[config.mk]
export PLATFORM = sky130hd
export DESIGN_NAME = captura_ycbcr
export DESIGN_NICKNAME = d
export VERILOG_FILES = /design/src/rtl/captura_ycbcr.sv
export SDC_FILE = /design/constraint.sdc
export NUM_CORES = 1
export LEC_CHECK = 0
export CAP_MARGIN = 20
export CORE_ASPECT_RATIO = 1.2
export CORE_MARGIN = 2
export CORE_UTILIZATION = 30
export CTS_CLUSTER_DIAMETER = 30
export DETAILED_ROUTE_END_ITERATION = 6
export GPL_ROUTABILITY_DRIVEN = 0
export GPL_TIMING_DRIVEN = 0
export PLACE_DENSITY = 0.51
export RECOVER_POWER = 100
export SLEW_MARGIN = 0
export SYNTH_ARGS = -nofsm -noshare
export SYNTH_HDL_FRONTEND = slang
export SYNTH_SLANG_ARGS = --single-unit
[constraint.sdc]
create_clock -name PCLK -period 3.3 [get_ports PCLK]
set_clock_uncertainty 0.05 [all_clocks]
set_input_delay 0.66 -clock PCLK [delete_from_list [all_inputs] [get_ports PCLK]]
set_output_delay 0.66 -clock PCLK [all_outputs]
set_load 0.02 [all_outputs]
[src/rtl/captura_ycbcr.sv]
// YCbCr 4:2:2 camera front-end: turns the Y0 Cb Y1 Cr byte stream into one pixel
// per strobe with column/line coordinates and frame start/done markers.
module captura_ycbcr #(
  parameter int H_PIXELS = 640,
  parameter int V_LINES  = 480,
  parameter int X_W      = 10,
  parameter int Y_W      = 9
) (
  input  logic           PCLK,
  input  logic           rst_n,
  input  logic           VSYNC,
  input  logic           HREF,
  input  logic [7:0]     D,
  output logic           e_pix,
  output logic [7:0]     Y,
  output logic [7:0]     Cb,
  output logic [7:0]     Cr,
  output logic [X_W-1:0] x,
  output logic [Y_W-1:0] y,
  output logic           frame_start,
  output logic           frame_done,
  output logic           line_err
);

  // One extra bit on both counters so out-of-range columns/lines stay detectable.
  localparam int CW = X_W + 1;
  localparam int LW = Y_W + 1;
  localparam logic [CW-1:0] H_LIM = CW'(H_PIXELS);
  localparam logic [LW-1:0] V_LIM = LW'(V_LINES);

  typedef enum logic [1:0] {UNARMED, VBLANK, FRAME} state_t;

  state_t         state_q, state_d;
  logic           vs_q, vs_d, vs_prev_q, vs_prev_d;
  logic           hr_q, hr_d, hr_prev_q, hr_prev_d;
  logic [7:0]     d_q, d_d;
  logic [1:0]     ph_q, ph_d;
  logic [7:0]     grp_y0_q, grp_y0_d, grp_cb_q, grp_cb_d;
  logic [7:0]     grp_y1_q, grp_y1_d, grp_cr_q, grp_cr_d;
  logic           pend_q, pend_d;
  logic [CW-1:0]  col_q, col_d, col_inc;
  logic [LW-1:0]  line_q, line_d;
  logic           e_pix_q, e_pix_d;
  logic [7:0]     luma_q, luma_d, cb_q, cb_d, cr_q, cr_d;
  logic [X_W-1:0] x_q, x_d;
  logic [Y_W-1:0] y_q, y_d;
  logic           frame_start_q, frame_start_d;
  logic           frame_done_q, frame_done_d;
  logic           line_err_q, line_err_d;
  logic           vs_rise, vs_fall, hr_fall, even_go;

  always_comb begin
    state_d       = state_q;
    vs_d          = VSYNC;
    hr_d          = HREF;
    d_d           = D;
    vs_prev_d     = vs_q;
    hr_prev_d     = hr_q;
    ph_d          = ph_q;
    grp_y0_d      = grp_y0_q;
    grp_cb_d      = grp_cb_q;
    grp_y1_d      = grp_y1_q;
    grp_cr_d      = grp_cr_q;
    pend_d        = 1'b0;
    col_d         = col_q;
    line_d        = line_q;
    e_pix_d       = 1'b0;
    luma_d        = luma_q;
    cb_d          = cb_q;
    cr_d          = cr_q;
    x_d           = x_q;
    y_d           = y_q;
    frame_start_d = 1'b0;
    frame_done_d  = 1'b0;
    line_err_d    = line_err_q;

    vs_rise = vs_q & ~vs_prev_q;
    vs_fall = ~vs_q & vs_prev_q;
    hr_fall = ~hr_q & hr_prev_q;
    col_inc = (col_q == {CW{1'b1}}) ? col_q : col_q + 1'b1;
    even_go = (state_q == FRAME) && !vs_rise && hr_q && (ph_q == 2'd3);

    // Even pixel leaves as the Cr byte arrives; the odd one follows a cycle later.
    if (pend_q || even_go) begin
      col_d = col_inc;
      if (col_q >= H_LIM) begin
        line_err_d = 1'b1;
      end else if (line_q < V_LIM) begin
        e_pix_d = 1'b1;
        luma_d  = pend_q ? grp_y1_q : grp_y0_q;
        cb_d    = grp_cb_q;
        cr_d    = pend_q ? grp_cr_q : d_q;
        x_d     = col_q[X_W-1:0];
        y_d     = line_q[Y_W-1:0];
      end
    end

    case (state_q)
      UNARMED: begin
        if (vs_q) state_d = VBLANK;
      end
      VBLANK: begin
        if (vs_fall) begin
          state_d       = FRAME;
          frame_start_d = 1'b1;
          line_err_d    = 1'b0;
          line_d        = '0;
          col_d         = '0;
          ph_d          = 2'd0;
        end
      end
      FRAME: begin
        if (vs_rise) begin
          state_d      = VBLANK;
          frame_done_d = 1'b1;
          col_d        = '0;
          ph_d         = 2'd0;
          if (hr_q) line_err_d = 1'b1;
        end else if (hr_q) begin
          ph_d = ph_q + 2'd1;
          case (ph_q)
            2'd0:    grp_y0_d = d_q;
            2'd1:    grp_cb_d = d_q;
            2'd2:    grp_y1_d = d_q;
            default: begin
              grp_cr_d = d_q;
              pend_d   = 1'b1;
            end
          endcase
        end else if (hr_fall) begin
          // A pending odd pixel still belongs to this line, so count it here.
          if (ph_q != 2'd0) line_err_d = 1'b1;
          if ((col_q + CW'(pend_q)) != H_LIM) line_err_d = 1'b1;
          col_d  = '0;
          ph_d   = 2'd0;
          line_d = (line_q == {LW{1'b1}}) ? line_q : line_q + 1'b1;
        end
      end
      default: state_d = UNARMED;
    endcase
  end

  always_ff @(posedge PCLK or negedge rst_n) begin
    if (!rst_n) begin
      state_q       <= UNARMED;
      vs_q          <= 1'b0;
      hr_q          <= 1'b0;
      d_q           <= '0;
      vs_prev_q     <= 1'b0;
      hr_prev_q     <= 1'b0;
      ph_q          <= 2'd0;
      grp_y0_q      <= '0;
      grp_cb_q      <= '0;
      grp_y1_q      <= '0;
      grp_cr_q      <= '0;
      pend_q        <= 1'b0;
      col_q         <= '0;
      line_q        <= '0;
      e_pix_q       <= 1'b0;
      luma_q        <= '0;
      cb_q          <= '0;
      cr_q          <= '0;
      x_q           <= '0;
      y_q           <= '0;
      frame_start_q <= 1'b0;
      frame_done_q  <= 1'b0;
      line_err_q    <= 1'b0;
    end else begin
      state_q       <= state_d;
      vs_q          <= vs_d;
      hr_q          <= hr_d;
      d_q           <= d_d;
      vs_prev_q     <= vs_prev_d;
      hr_prev_q     <= hr_prev_d;
      ph_q          <= ph_d;
      grp_y0_q      <= grp_y0_d;
      grp_cb_q      <= grp_cb_d;
      grp_y1_q      <= grp_y1_d;
      grp_cr_q      <= grp_cr_d;
      pend_q        <= pend_d;
      col_q         <= col_d;
      line_q        <= line_d;
      e_pix_q       <= e_pix_d;
      luma_q        <= luma_d;
      cb_q          <= cb_d;
      cr_q          <= cr_d;
      x_q           <= x_d;
      y_q           <= y_d;
      frame_start_q <= frame_start_d;
      frame_done_q  <= frame_done_d;
      line_err_q    <= line_err_d;
    end
  end

  assign e_pix       = e_pix_q;
  assign Y           = luma_q;
  assign Cb          = cb_q;
  assign Cr          = cr_q;
  assign x           = x_q;
  assign y           = y_q;
  assign frame_start = frame_start_q;
  assign frame_done  = frame_done_q;
  assign line_err    = line_err_q;

endmodule

== Yosys cells after proc, flatten, opt, wreduce, memory -nomap -nowiden ==
Index checks and enable logic that the tools add are counted.

* Mux-type cells: 45
* $lt $le $gt $ge: 2
* Eq/ne operators: 16
* Reductions and logical operators: 18
* Bitwise gates (word level): 9
* Add/sub/neg operators: 4

{| class="wikitable"
|+ Operators by type and width
! operator !! count
|-
| 11-bit two-way mux || 6
|-
| 10-bit two-way mux || 5
|-
| 11-bit case mux with 2 select lines || 1
|-
| 1-bit two-way mux || 20
|-
| 10-bit case mux with 2 select lines || 1
|-
| 8-bit two-way mux || 2
|-
| 4-bit AND reduction || 4
|-
| 2-bit two-way mux || 7
|-
| 2-bit inequality test (second input constant) || 7
|-
| 11-bit by 1-bit adder with 11-bit output || 1
|-
| 11-bit by 1-bit adder with 11-bit output (second input constant) || 1
|-
| 11-bit == test (second input constant) || 1
|-
| 11-bit by 10-bit greater-or-equal comparator with 1-bit output (second input constant) || 1
|-
| 11-bit by 10-bit inequality test with 1-bit output (second input constant) || 1
|-
| 10-bit by 1-bit adder with 10-bit output (second input constant) || 1
|-
| 10-bit == test (second input constant) || 1
|-
| 10-bit by 9-bit < comparator with 1-bit output (second input constant) || 1
|-
| 3-bit AND reduction || 3
|-
| 2-bit == test (second input constant) || 3
|-
| 1-bit inverter || 6
|-
| 2-bit case mux with 3 select lines || 1
|-
| 6-bit AND reduction || 1
|-
| 2-bit by 1-bit == test with 1-bit output (second input constant) || 2
|-
| 2-bit logical NOT || 2
|-
| other kinds (10) || 15
|}

* Output and inout port bits: 47
* Input bits: 12
* Flip-flop bits (word level): 117

== Longest topological paths before layout ==
* Word-level depth: 14
* Gate-level depth with buffers: 9
* Mapped depth without buffers: 7

== Worst setup path after synthesis ==
Ideal clock, no wire load.

* Kind: flip-flop to flip-flop
* From: register state_q[0]
* To: register cb_q[0] (netlist: Cb[0])
* Stages on the path, launching flop included: 8
* Path slack: 1.175 ns
* Library setup time: 0.125 ns
* Arrival: 1.950 ns
* Data required time: 3.125 ns
* Clock period less this slack: 2.125 ns
* Path buffers: 1
* Path through: dfrtp_1 inv_1 ha_1 nand2_1 o31a_1 nor4b_4 buf_4 mux2_2

* Longest elaborated chain between the ends: 6

{| class="wikitable"
|+ RTL lines
! element !! RTL line !! RTL
|-
| start: declaration || 33 || <nowiki>state_t state_q, state_d;</nowiki>
|-
| start signal: assignment || 169 || <nowiki>state_q <= state_d;</nowiki>
|-
| 2-bit == test || 81 || <nowiki>even_go = (state_q == FRAME) && !vs_rise && hr_q && (ph_q == 2'd3);</nowiki>
|-
| 1-bit logical AND (3 in series) || 81 ||
|-
| 1-bit logical OR || 84 || <nowiki>if (pend_q || even_go) begin</nowiki>
|-
| 3-bit AND reduction (no source line) || n/a ||
|-
| end signal: assignment || 161 || <nowiki>cb_q <= '0;</nowiki>
|-
| end signal: assignment || 185 || <nowiki>cb_q <= cb_d;</nowiki>
|-
| end: declaration || 44 || <nowiki>logic [7:0] luma_q, luma_d, cb_q, cb_d, cr_q, cr_d;</nowiki>
|}

Every way passes these cells.
A chain may end at the register's enable or synchronous reset.

== Worst setup path after layout ==
* From: register state_q[0]
* To: register luma_q[6] (netlist: Y[6])

* Longest elaborated chain between the ends: 6

{| class="wikitable"
|+ RTL lines
! element !! RTL line !! RTL
|-
| 2-bit == test || 81 ||
|-
| 1-bit logical AND (3 in series) || 81 ||
|-
| 1-bit logical OR || 84 ||
|-
| 3-bit AND reduction (no source line) || n/a ||
|-
| end signal: assignment || 184 || <nowiki>luma_q <= luma_d;</nowiki>
|-
| end: declaration || 44 ||
|}

Every way passes these cells.

==> impl_metrics.py <==
metrics = {
    "status": {
        "status": "finished, violations left",
        "violations": "capacitance limit, slew limit",
    },
    "place": {
        "post_dp_cell_area_sq_um": 5980,
        "dpl.hpwl_microns": 7730,
        "port_buffers": 58,
        "pre_cts_slack_ns": 0.749,
    },
    "floorplanning": {
        "boundaryPins": 59,
        "dieArea_sq_um": 18100,
        "initial_utilization": 0.304,
        "fp.dieW_microns": 123,
        "die_h_microns": 147,
        "rows": 52,
        "core_sq_um": 16800,
    },
    "detailed_routing": {
        "dr.pass1.iters": 4,
        "drt_iter0_drc": 132,
        "wl_microns": 11300,
        "ant_nets": 0,
        "via_count": 3496,
        "remaining_drc_errors": 0,
        "avgRoutedWirePerCell_microns": 15.5,
        "viasPerCell": 4.80,
    },
    "timing": {
        "finalSetupViolations": 0,
        "finalWorstPathRequiredPeriod_ns": 2.75,
        "rsz0062_at_grt": "false",
        "tightest_slew_ns": 1.79,
        "max_freq_mhz": 363,
        "finalHoldViolations": 0,
        "final_max_slew_viol_count": 73,
        "fin_crit_sh": 0.834,
        "setup_ws_ns": 0.547,
        "max-slew-margin-rel": -0.192,
    },
    "global_routing": {
        "grt_pass1_vias": 3617,
        "grt_start_max_net_pins": 73,
        "grt_usage": 0.136,
        "overflow": 0,
        "antenna_found_initial": 0,
        "grt_pass1_wl_microns": 18800,
    },
    "critical_path": {
        "critPathMaxFanout": 10,
        "worst-endpoint-required_ns": 3.52,
        "cp.arrival_ns": 2.97,
        "cp-end-kind": "flip-flop",
        "crit_path_start_kind": "flip-flop",
        "critical_path_class": "reg -> reg",
    },
    "clock_tree": {
        "clk_transition_reported_paths_ns": 0.06,
        "cts_tree": "done",
        "cts_made_buffers": 17,
        "post_cts_resized": 0,
        "cts_hold_buffers": 0,
        "cts.path.max_buffers": 2,
        "insertion_delay_ns": 0.42,
        "cts_root_buf": "clkbuf_16",
        "cts_max_level": 4,
        "clock_sinks": 117,
        "postCtsSetupRepairBufs": 0,
    },
    "synth": {
        "synth_ff_type": "dfrtp_1",
        "synthTopCellsByArea": "dfrtp_1 57%, mux2_2 13%, ha_1 3.2%, mux2i_1 3.1%, a21oi_1 2.9%",
        "synth_cells": 421,
        "netlist.area_leader.share": 0.574,
        "syn_area_sq_um": 5100,
        "async_flop_share": 1.00,
        "syn_avg_cell_area_sq_um": 12.1,
        "synth_top_area_cell": "dfrtp_1",
        "synth_fp_nets": 446,
        "synth-edff-count": 0,
        "yosysWarnings": 0,
        "ys_types": 49,
        "synth_seq_cells": 117,
        "synth_seq_area_share": 0.574,
    },
    "cells_and_area": {
        "syn2layout_area_growth_pct": 28.1,
        "drive_gt1_frac": 0.205,
        "utilization": 0.390,
        "stdcell_area_sq_um": 6540,
        "diodes": 0,
        "final_nets": 524,
    },
    "power": {
        "cellLeakagePower_nw": 3.11,
        "power.density_nw_per_um2": 607,
        "irDropWorstVdd_mv": 0.266,
    },
    "hold_path": {
        "hold_class": "in -> async",
    },
    "run": {
        "max_cap_violations": 1,
    },
}
==> metrics by stage <==
step | setup TNS, ns | hold WS, ns | power, mW | cells
5_1_grt | 0 | 0.139 | 4.17 | 728
6_report | 0 | 0.113 | 3.97 | 728
4_1_cts | 0 | 0.131 | 4.04 | 728
3_3_place_gp | -359.64 | 0.422 | 2.14 | 695
2_1_floorplan | 0 | 0.314 | 1.97 | 421
3_5_place_dp | 0 | 0.419 | 2.17 | 696
==> cell usage after synthesis (all sizes together), types with 2 or more instances <==
cell / n
a21oi: 30
a31o: 2
a31oi: 4
and3: 5
buf: 11
clkbuf: 6
dfrtp: 117
ha: 13
inv: 14
mux2: 59
mux2i: 16
nand2: 25
nand2b: 4
nand3: 12
nand4: 5
nor2: 30
nor2b: 4
nor3: 4
o21ai: 15
o31ai: 6
or3: 6
or4: 4
xnor2: 3
xor2: 6
==> where the power goes <==
part	switching, mW	internal, mW
clock	0.722	1.13
combinational	0.343	0.184
sequential	0.0651	1.53
==> worst max-delay path, cell delays in order, from the launching register on <==
cell	delay, ns
dfrtp_1	0.39
inv_1	0.10
ha_1	0.24
nand2_1	0.11
o31a_1	0.32
nor4b_4	0.50
buf_4	0.30
clkbuf_1	0.44
a21oi_1	0.14
==> state kept, by name, summed over array words and instances (netlist names), 2 cells and up <==
| signal | count |
|---|---|
| Cb | 8 |
| Cr | 8 |
| Y | 8 |
| col_q | 11 |
| d_q | 8 |
| grp_cb_q | 8 |
| grp_cr_q | 8 |
| grp_y0_q | 8 |
| grp_y1_q | 8 |
| line_q | 10 |
| ph_q | 2 |
| state_q | 2 |
| x | 10 |
| y | 9 |
==> logic make-up after synthesis <==
group           synth area share
compound gates            0.0816
xor+xnor                  0.0154
fa+ha+maj                 0.0319
buf+inv                   0.0277
flops                      0.574
mux                        0.162
simple gates               0.108
==> cell type report <==
type	count	area, sq um
Tap cell	216	270
Sequential cell	117	2930
Clock buffer	17	425
Inverter	14	52.6
Multi-Input combinational cell	273	2030
Clock inverter	15	169
Buffer	17	78.8
Fill cell	1654	10200
Timing Repair Buffer	59	587
==> final timing paths <==
check / startpoint / end / slack, ns / depth (start not counted)
max in group asynchronous: rst_n / grp_y1_q[5]$_DFFE_PN0P_ / 1.02 / 2
worst min-delay path: rst_n / line_q[3]$_DFFE_PN0P_ / 0.11 / 1
worst min register to register: Cb[2]$_DFFE_PN0P_ / Cb[2]$_DFFE_PN0P_ / 0.44 / 1
min in group PCLK: Cb[2]$_DFFE_PN0P_ / Cb[2]$_DFFE_PN0P_ / 0.44 / 1
worst max register to register: state_q[0]$_DFFE_PN0P_ / Y[6]$_DFFE_PN0P_ / 0.55 / 8
worst max-delay path: state_q[0]$_DFFE_PN0P_ / Y[6]$_DFFE_PN0P_ / 0.55 / 8
==> per-layer routing <==
metal,vias to the layer above,global-route usage,wire [microns]
met1,1748,0.170,4980
li1,1652,-,-
met4,0,0.0619,239
met5,-,0,0
met3,20,0.0365,482
met2,76,0.219,5610
==> layout by cell type, fill, tap and decap left out, types with 5 or more instances in the layout <==
| cell | instances |
|---|---|
| inv_1 | 14 |
| o21ai_0 | 15 |
| dlygate4sd3_1 | 57 |
| a21oi_1 | 30 |
| mux2_2 | 58 |
| dfrtp_1 | 117 |
| nor2_1 | 30 |
| nand2_1 | 25 |
| and3_1 | 5 |
| nand4_1 | 5 |
| o31ai_1 | 6 |
| or3_1 | 6 |
| inv_6 | 7 |
| mux2i_1 | 16 |
| buf_2 | 5 |
| xor2_1 | 6 |
| nand3_1 | 12 |
| ha_1 | 13 |
| clkbuf_1 | 9 |
| clkbuf_16 | 17 |
Note: power is estimated with default switching activity, not from simulation.
